**config.mk**
```make
export PLATFORM = sky130hd
export DESIGN_NAME = sign_extend
export DESIGN_NICKNAME = d
export VERILOG_FILES = /design/src/rtl/sign_extend.sv
export SDC_FILE = /design/constraint.sdc
export NUM_CORES = 1
export LEC_CHECK = 0
export BUFFER_PORTS_ARGS = -buffer_cell sky130_fd_sc_hd__buf_2
export CAP_MARGIN = 20
export CORE_ASPECT_RATIO = 0.8
export CORE_MARGIN = 10
export CORE_UTILIZATION = 25
export DETAILED_ROUTE_END_ITERATION = 12
export PLACE_DENSITY = 0.64
export SLEW_MARGIN = 10
export SYNTH_ARGS = -nofsm -noshare
export SYNTH_HDL_FRONTEND = slang
export SYNTH_SLANG_ARGS = --single-unit
```
**constraint.sdc**
```tcl
create_clock -name clk -period 0.9 [get_ports clk]
set_input_delay 0 -clock clk [delete_from_list [all_inputs] [get_ports clk]]
set_output_delay 0 -clock clk [all_outputs]
set_load 0.1 [all_outputs]
```
**src/rtl/sign_extend.sv**
```systemverilog
// 16-to-32-bit immediate extender with a combinational result and a
// 1-cycle registered copy qualified by Valid_In.
module sign_extend (
  input  logic        clk,
  input  logic        reset,
  input  logic        Zero_Extend,
  input  logic [15:0] In,
  input  logic        Valid_In,
  output logic [31:0] Out,
  output logic        Sign,
  output logic [31:0] Out_Reg,
  output logic        Valid_Out
);

  // Fill bit for the upper half: the sign bit, or zero when zero-extending.
  logic fill;
  assign fill = In[15] & ~Zero_Extend;
  assign Sign = fill;

  genvar gi;
  generate
    for (gi = 0; gi < 16; gi++) begin : g_ext
      assign Out[gi]      = In[gi];
      assign Out[gi + 16] = fill;
    end
  endgenerate

  // Out_Reg holds its last value across invalid cycles; Valid_Out always follows Valid_In.
  always_ff @(posedge clk or posedge reset) begin
    if (reset) begin
      Out_Reg   <= 32'h0000_0000;
      Valid_Out <= 1'b0;
    end else begin
      Valid_Out <= Valid_In;
      if (Valid_In) begin
        Out_Reg <= Out;
      end
    end
  end

endmodule

```
==> results.sh, run 1 <==
export IMPL_worstPathArrival_ps=1110
export IMPL_min_to="Out_Reg[5]"
export IMPL_final_common_cell="buf_12"
export IMPL_via_count=738
export IMPL_num_rows=21
export IMPL_slew_headroom_pct=67.4
export IMPL_fin_cells=205
export IMPL_cts_root_buf="clkbuf_8"
export IMPL_ctsHtreeMaxLevel=1
export IMPL_end_kind="output port"
export IMPL_synthDistinctLibCells=8
export IMPL_ios=86
export IMPL_reg2reg_from="Out_Reg[9]"
export IMPL_numCtsBuffers=3
export IMPL_cts_buffer_depth=2
export IMPL_synth_area_mm2=0.00107
export IMPL_status="complete, but fails checks"
export IMPL_grt_max_degree=19
export IMPL_clkLatencyLatePin_ps=250
export IMPL_synth_top_family_by_area="buffers and inverters"
export IMPL_postSynthCellCount=86
export IMPL_postPlaceCellArea_mm2=0.00219
export IMPL_slowest_stage="dfrtp_4"
export IMPL_synth_area_per_cell_um2=12.5
export IMPL_dieArea_mm2=0.00733
export IMPL_crit_buf_inv=2
export IMPL_core_area_mm2=0.00418
export IMPL_ys_ff_latch=18
export IMPL_yosys_area_top_type="dfrtp_1"
export IMPL_min_path_type="input port to flip-flop"
export IMPL_yosys_area_share_simple_pct=0.583
export IMPL_reg2reg_to="Out_Reg[9]"
export IMPL_path_clk_slew_ps=60
export IMPL_layout_setup_ws_ps=-210
export IMPL_crit_start="Out_Reg[16]"
export IMPL_placed_cells=195
export IMPL_grt_pass1_vias=832
export IMPL_violations="negative setup slack"
export IMPL_synthMuxAreaShare_pct=21.3
export IMPL_cts_tree="built"
export IMPL_critical_path_max_fanout=16
export IMPL_die_w_um=93.3
export IMPL_initial_core_util_pct=25.7
export IMPL_globalRouteOverflowTotal=0
export IMPL_path_class="flip-flop to output port"
export IMPL_diodes=0
export IMPL_postLayoutCoreUtil_pct=55.7
export IMPL_hold_ws_ps=5.38
export IMPL_worst_ep_required_time_ps=900
export IMPL_drive_above_1_share_pct=89.2
export IMPL_rrSetupSlack_ps=-70
export IMPL_fin_worst_skew_ps=0
export IMPL_synth_nets=106
export IMPL_synth_compound_area_share_pct=0
export IMPL_p_leak_nw=1.05
export IMPL_finalCritPeriodShare_pct=123
export IMPL_yosys_area_share_xor_xnor_pct=0
export IMPL_die_height_um=78.6
export IMPL_dp_hpwl_mm=2.80
export IMPL_worstMarginPinSlew_ps=492
export IMPL_gp_congestion=0.664
export IMPL_crit_path_start_kind="flip-flop"
export IMPL_io_buffers=85
export IMPL_netlist_area_leader_share_pct=42.0
export IMPL_first_iter_violations=5
export IMPL_rr_worst_depth=2
export IMPL_wirelength_mm=3.24
export IMPL_min_from="In[5]"
export IMPL_ys_seq_area_share_pct=42.0
export IMPL_grt_util_all_layers_pct=8.38
export IMPL_timing_fmax_mhz=901
export IMPL_antenna_found_initial=0
export IMPL_period_needed_ps=1110
export IMPL_crit_path_max_incr_delay_ps=490
export IMPL_crit_path_frequent_cell="buf_12"
export IMPL_synth_fa_ha_area_share_pct=0
export IMPL_clkSinkCount=18
export IMPL_power_density_mw_per_mm2=1910
export IMPL_antenna_left=0
export IMPL_final_setup_viol_count=33
export IMPL_path_cells="buf_12, buf_12"
export IMPL_grt_pass1_wl_mm=4.97
export IMPL_maxCapViolations=0
export IMPL_ir_drop_mv=0.966
export IMPL_crit_family="flip-flops"
export IMPL_viasPerCell=3.60
export IMPL_netlist_top_cells_area="dfrtp_1, buf_4, mux2_4"
export IMPL_hold_viol_final=0
export IMPL_drc=0
export IMPL_yosysWarnings=0
export IMPL_rsz0062_at_grt="true"
export IMPL_finalMaxSlewViolations=0
export IMPL_final_nets=169
export IMPL_post_drt_wl_per_cell_um=15.8
export IMPL_final_area_mm2=0.00233
export IMPL_drt_first_pass_iters=2
export IMPL_layout_common_cells="buf_12, buf_2, dfrtp_4"
export IMPL_area_growth_pct=117
export IMPL_min_path_cells=2
[layer usage]
| metal | track usage [%] | vias up | part of all wire [%] |
|---|---|---|---|
| met3 | 2.85 | 2 | 9.8 |
| met1 | 8.18 | 352 | 32 |
| met2 | 16.3 | 34 | 57 |
| met5 | 0 | - | 0 |
| met4 | 2.31 | 0 | 0.93 |
| li1 | - | 350 | - |
[cell usage after synthesis]
master and count:
inv_1 1, dfrtp_1 18, mux2_4 10, buf_6 1, nor2b_1 1, mux2_2 7, buf_4 47, buf_12 1
[metrics by stage]
stage	TNS (ps)	total power [mW]	worst slack [ps]
floorplan	-7780	3.02	-209
global route	-4960	4.59	-251
CTS	-4270	4.51	-223
detailed placement	0	3.90	34.4
global placement	0	3.87	38.6
finish	-3840	4.45	-210
[repair_timing]
action / in CTS / in global routing
hold buffers: 13 / 0
endpoints found under the setup margin: 32 / 34
endpoints found under the hold margin: 30 / 0
setup buffers: 1 / 0
gates resized for setup: 3 / 0
[registers in the layout, indices dropped and copies added, names as in the netlist]
signal / flops
Out_Reg: 17
Valid_Out: 1
[final cells by class]
class / count / area, um^2
Inverter: 1 / 3.75
Multi-Input combinational cell: 18 / 243
Clock buffer: 4 / 45.0
Sequential cell: 18 / 514
Timing Repair Buffer: 107 / 1450
Tap cell: 57 / 71.3
Fill cell: 330 / 1850
[logic make-up after synthesis]
logic type / count (synthesis)
muxes: 17
and+or+nand+nor: 1
buffers and inverters: 50
DFF: 18
[worst register-to-register path: stages (launching register included)]
cell and delay, ps:
dfrtp_4 480, buf_6 120, mux2_4 260
[power by group]
| group | leakage (nW) | internal (mW) | switching [mW] |
|---|---|---|---|
| clock | 0.0228 | 0.314 | 0.265 |
| sequential | 0.195 | 0.937 | 0.0831 |
| combinational | 0.832 | 0.944 | 1.90 |
| total | 1.05 | 2.19 | 2.25 |
[worst max path at each step]
stage	end	depth (start not counted)
final	Out_Reg[28]	2
after global routing	Out_Reg[28]	2
after CTS	Out_Reg[30]	2
after detailed placement	Out_Reg[7]	1
after global placement	Out_Reg[12]	1
after floorplan	Out[16]	2
(Power assumes the default switching activity.)
==> inputs of run 2 (changes only) <==
Settings changed: ABC_AREA set to 1.
==> run 2 against run 1 <==
Net effect: highest routed layer unchanged; combinational power decreased by 9.5%; clock skew unchanged; the run still ends with negative setup slack left; largest power group unchanged; critical path depth unchanged; worst setup slack improved by 9.3 ps; hold slack improved by 27 ps; count of clock-buffer cells in the layout unchanged.
==> results.sh, run 2 <==
export IMPL_power_switching_mw=2.12
export IMPL_end_kind="output port"
export IMPL_cts_tree="built"
export IMPL_fin_worst_skew_ps=0
export IMPL_reg2reg_to="Out_Reg[16]"
export IMPL_yosys_top_cells_count="buf_4, nand2_1, dfrtp_1, nand2_2, inv_1"
export IMPL_pwr_share_comb_pct=61.5
export IMPL_synthFlopType="dfrtp_1"
export IMPL_antenna_left=0
export IMPL_crit_path_start_kind="flip-flop"
export IMPL_slowest_stage="dfrtp_4"
export IMPL_path_cells="buf_4, buf_12"
export IMPL_drive_above_1_share_pct=64.5
export IMPL_globalRouteOverflowTotal=0
export IMPL_status="complete, but fails checks"
export IMPL_first_iter_violations=10
export IMPL_num_rows=21
export IMPL_worst_ep_required_time_ps=900
export IMPL_layout_common_cells="buf_12, nand2_1, buf_2"
export IMPL_io_buffers=85
export IMPL_reg_top3="Out_Reg: 17 flops, Valid_Out: 1 flops"
export IMPL_worstMarginPinSlew_ps=495
export IMPL_grt_util_all_layers_pct=8.96
export IMPL_die_height_um=78.6
export IMPL_path_clk_slew_ps=60
export IMPL_dp_hpwl_mm=2.75
export IMPL_rsz0062_at_grt="true"
export IMPL_synth_area_mm2=0.00107
export IMPL_min_path_type="input port to flip-flop"
export IMPL_ys_ff_latch=18
export IMPL_netlist_area_leader_share_pct=41.9
export IMPL_post_drt_wl_per_cell_um=14.1
export IMPL_fin_cells=243
export IMPL_drt_first_pass_iters=4
export IMPL_final_area_mm2=0.00228
export IMPL_finalMaxSlewViolations=0
export IMPL_reg2reg_from="Out_Reg[16]"
export IMPL_initial_core_util_pct=25.7
export IMPL_final_common_cell="buf_12"
export IMPL_period_needed_ps=1100
export IMPL_path_class="flip-flop to output port"
export IMPL_diodes=0
export IMPL_crit_path_max_incr_delay_ps=500
export IMPL_largest_reg_flops=17
export IMPL_p_leak_nw=1.10
export IMPL_critical_path_max_fanout=4
export IMPL_placed_cells=222
export IMPL_synth_area_per_cell_um2=8.67
export IMPL_slew_headroom_pct=67.2
export IMPL_clock_power_share_pct=15.3
export IMPL_num_fill_cells=342
export IMPL_timing_fmax_mhz=908
export IMPL_crit_buf_inv=2
export IMPL_worstPathArrival_ps=1100
export IMPL_yosysWarnings=0
export IMPL_cts_root_buf="clkbuf_8"
export IMPL_p_seq_share_pct=23.2
export IMPL_yosys_area_top_type="dfrtp_1"
export IMPL_violations="negative setup slack"
export IMPL_antenna_found_initial=0
export IMPL_ir_drop_mv=1.06
export IMPL_crit_family="flip-flops"
export IMPL_netlist_top_cells_area="dfrtp_1, buf_4, nand2_1"
export IMPL_numCtsBuffers=3
export IMPL_via_count=934
export IMPL_yosysMostFrequentCell="buf_4"
export IMPL_grt_pass1_wl_mm=5.26
export IMPL_ios=86
export IMPL_post_cts_resized=0
export IMPL_postSynthCellCount=124
export IMPL_synthDistinctLibCells=11
export IMPL_drc=0
export IMPL_gp_congestion=0.686
export IMPL_final_setup_viol_count=16
export IMPL_synth_nets=144
export IMPL_clkLatencyLatePin_ps=250
export IMPL_grt_pass1_vias=1049
export IMPL_ctsHtreeMaxLevel=1
export IMPL_min_to="Out_Reg[16]"
export IMPL_rr_worst_depth=2
export IMPL_core_area_mm2=0.00418
export IMPL_async_flop_share_pct=100
export IMPL_viasPerCell=3.84
export IMPL_wirelength_mm=3.43
export IMPL_finalCritPeriodShare_pct=122
export IMPL_grt_max_degree=19
export IMPL_cts_setup_buffers=0
export IMPL_final_nets=207
export IMPL_rrSetupSlack_ps=200
export IMPL_dieArea_mm2=0.00734
export IMPL_cts_buffer_depth=2
export IMPL_clkSinkCount=18
export IMPL_min_path_cells=4
export IMPL_die_w_um=93.3
export IMPL_postPlaceCellArea_mm2=0.00206
export IMPL_area_growth_pct=112
export IMPL_power_density_mw_per_mm2=1840
export IMPL_ys_seq_area_share_pct=41.9
export IMPL_p_int_mw=2.08
export IMPL_maxCapViolations=0
export IMPL_largest_register="Out_Reg"
export IMPL_swShare_pct=50.5
export IMPL_synth_edff_count=0
export IMPL_min_from="Zero_Extend"
export IMPL_layout_setup_ws_ps=-201
export IMPL_path_depth=2
export IMPL_hold_viol_final=0
## run 2: worst register-to-register path, delay by kind of cell (launching register included)
family           cells  cell delay (ps)
flip-flops           1              500
AND/OR/NAND/NOR      2              100
## run 2: logic make-up after synthesis
family,Yosys count,share of synthesized area (%)
buffers and inverters,54,38.6
and+or+nand+nor,52,19.4
DFF,18,41.9
## run 2: repair_timing
item | in CTS | in global routing
hold endpoints to repair | 34 | 0
setup endpoints to repair | 16 | 16
hold buffers | 17 | 0
## run 2: per-layer routing
metal  routed length [um]  part of all wire (%)  track usage, %
met5                    0                     0               0
met4                   12                  0.35            2.77
met3                  244                   7.1            3.33
met2                 2160                    63            19.1
met1                 1010                    29            7.12
## run 2: power groups by stage
stage	registers (mW)	clock network, mW	logic (mW)
6_report	0.974	0.645	2.58
5_1_grt	0.982	0.704	2.65
4_1_cts	0.975	0.683	2.60
3_5_place_dp	0.990	0	2.55
3_3_place_gp	0.984	0	2.53
2_1_floorplan	1.49	0	1.36
## run 2: area by class of cell
class	count	area, um^2	area share [%]
timing repair buffer	108	1430	62.7
sequential	18	474	20.8
multi-input combinational	52	216	9.48
tap	57	71.3	3.12
clock buffer	4	55.1	2.41
inverter	4	35.0	1.53
## run 2: how the worst max path moves through the flow
stage | startpoint | to | slack [ps]
2_1_floorplan | Out_Reg[16] | Out_Reg[24] | -240
3_3_place_gp | Out_Reg[16] | Out_Reg[29] | 70
3_5_place_dp | Out_Reg[16] | Out_Reg[20] | 70
4_1_cts | Out_Reg[16] | Out_Reg[20] | -210
5_1_grt | Out_Reg[16] | Out_Reg[20] | -230
6_report | Out_Reg[16] | Out_Reg[29] | -200
## run 2: per-stage QoR
stage | hold slack (ps) | setup slack, ps | util (%) | TNS (ps) | power, mW
floorplan | -62.5 | -244 | - | -6300 | 2.85
global route | 77.2 | -231 | 54.7 | -3660 | 4.34
finish | 32.7 | -201 | 54.7 | -3180 | 4.20
global placement | 29.1 | 73.0 | 49.3 | 0 | 3.52
CTS | 30.8 | -213 | 54.7 | -3390 | 4.26
detailed placement | 33.5 | 67.4 | 49.3 | 0 | 3.54
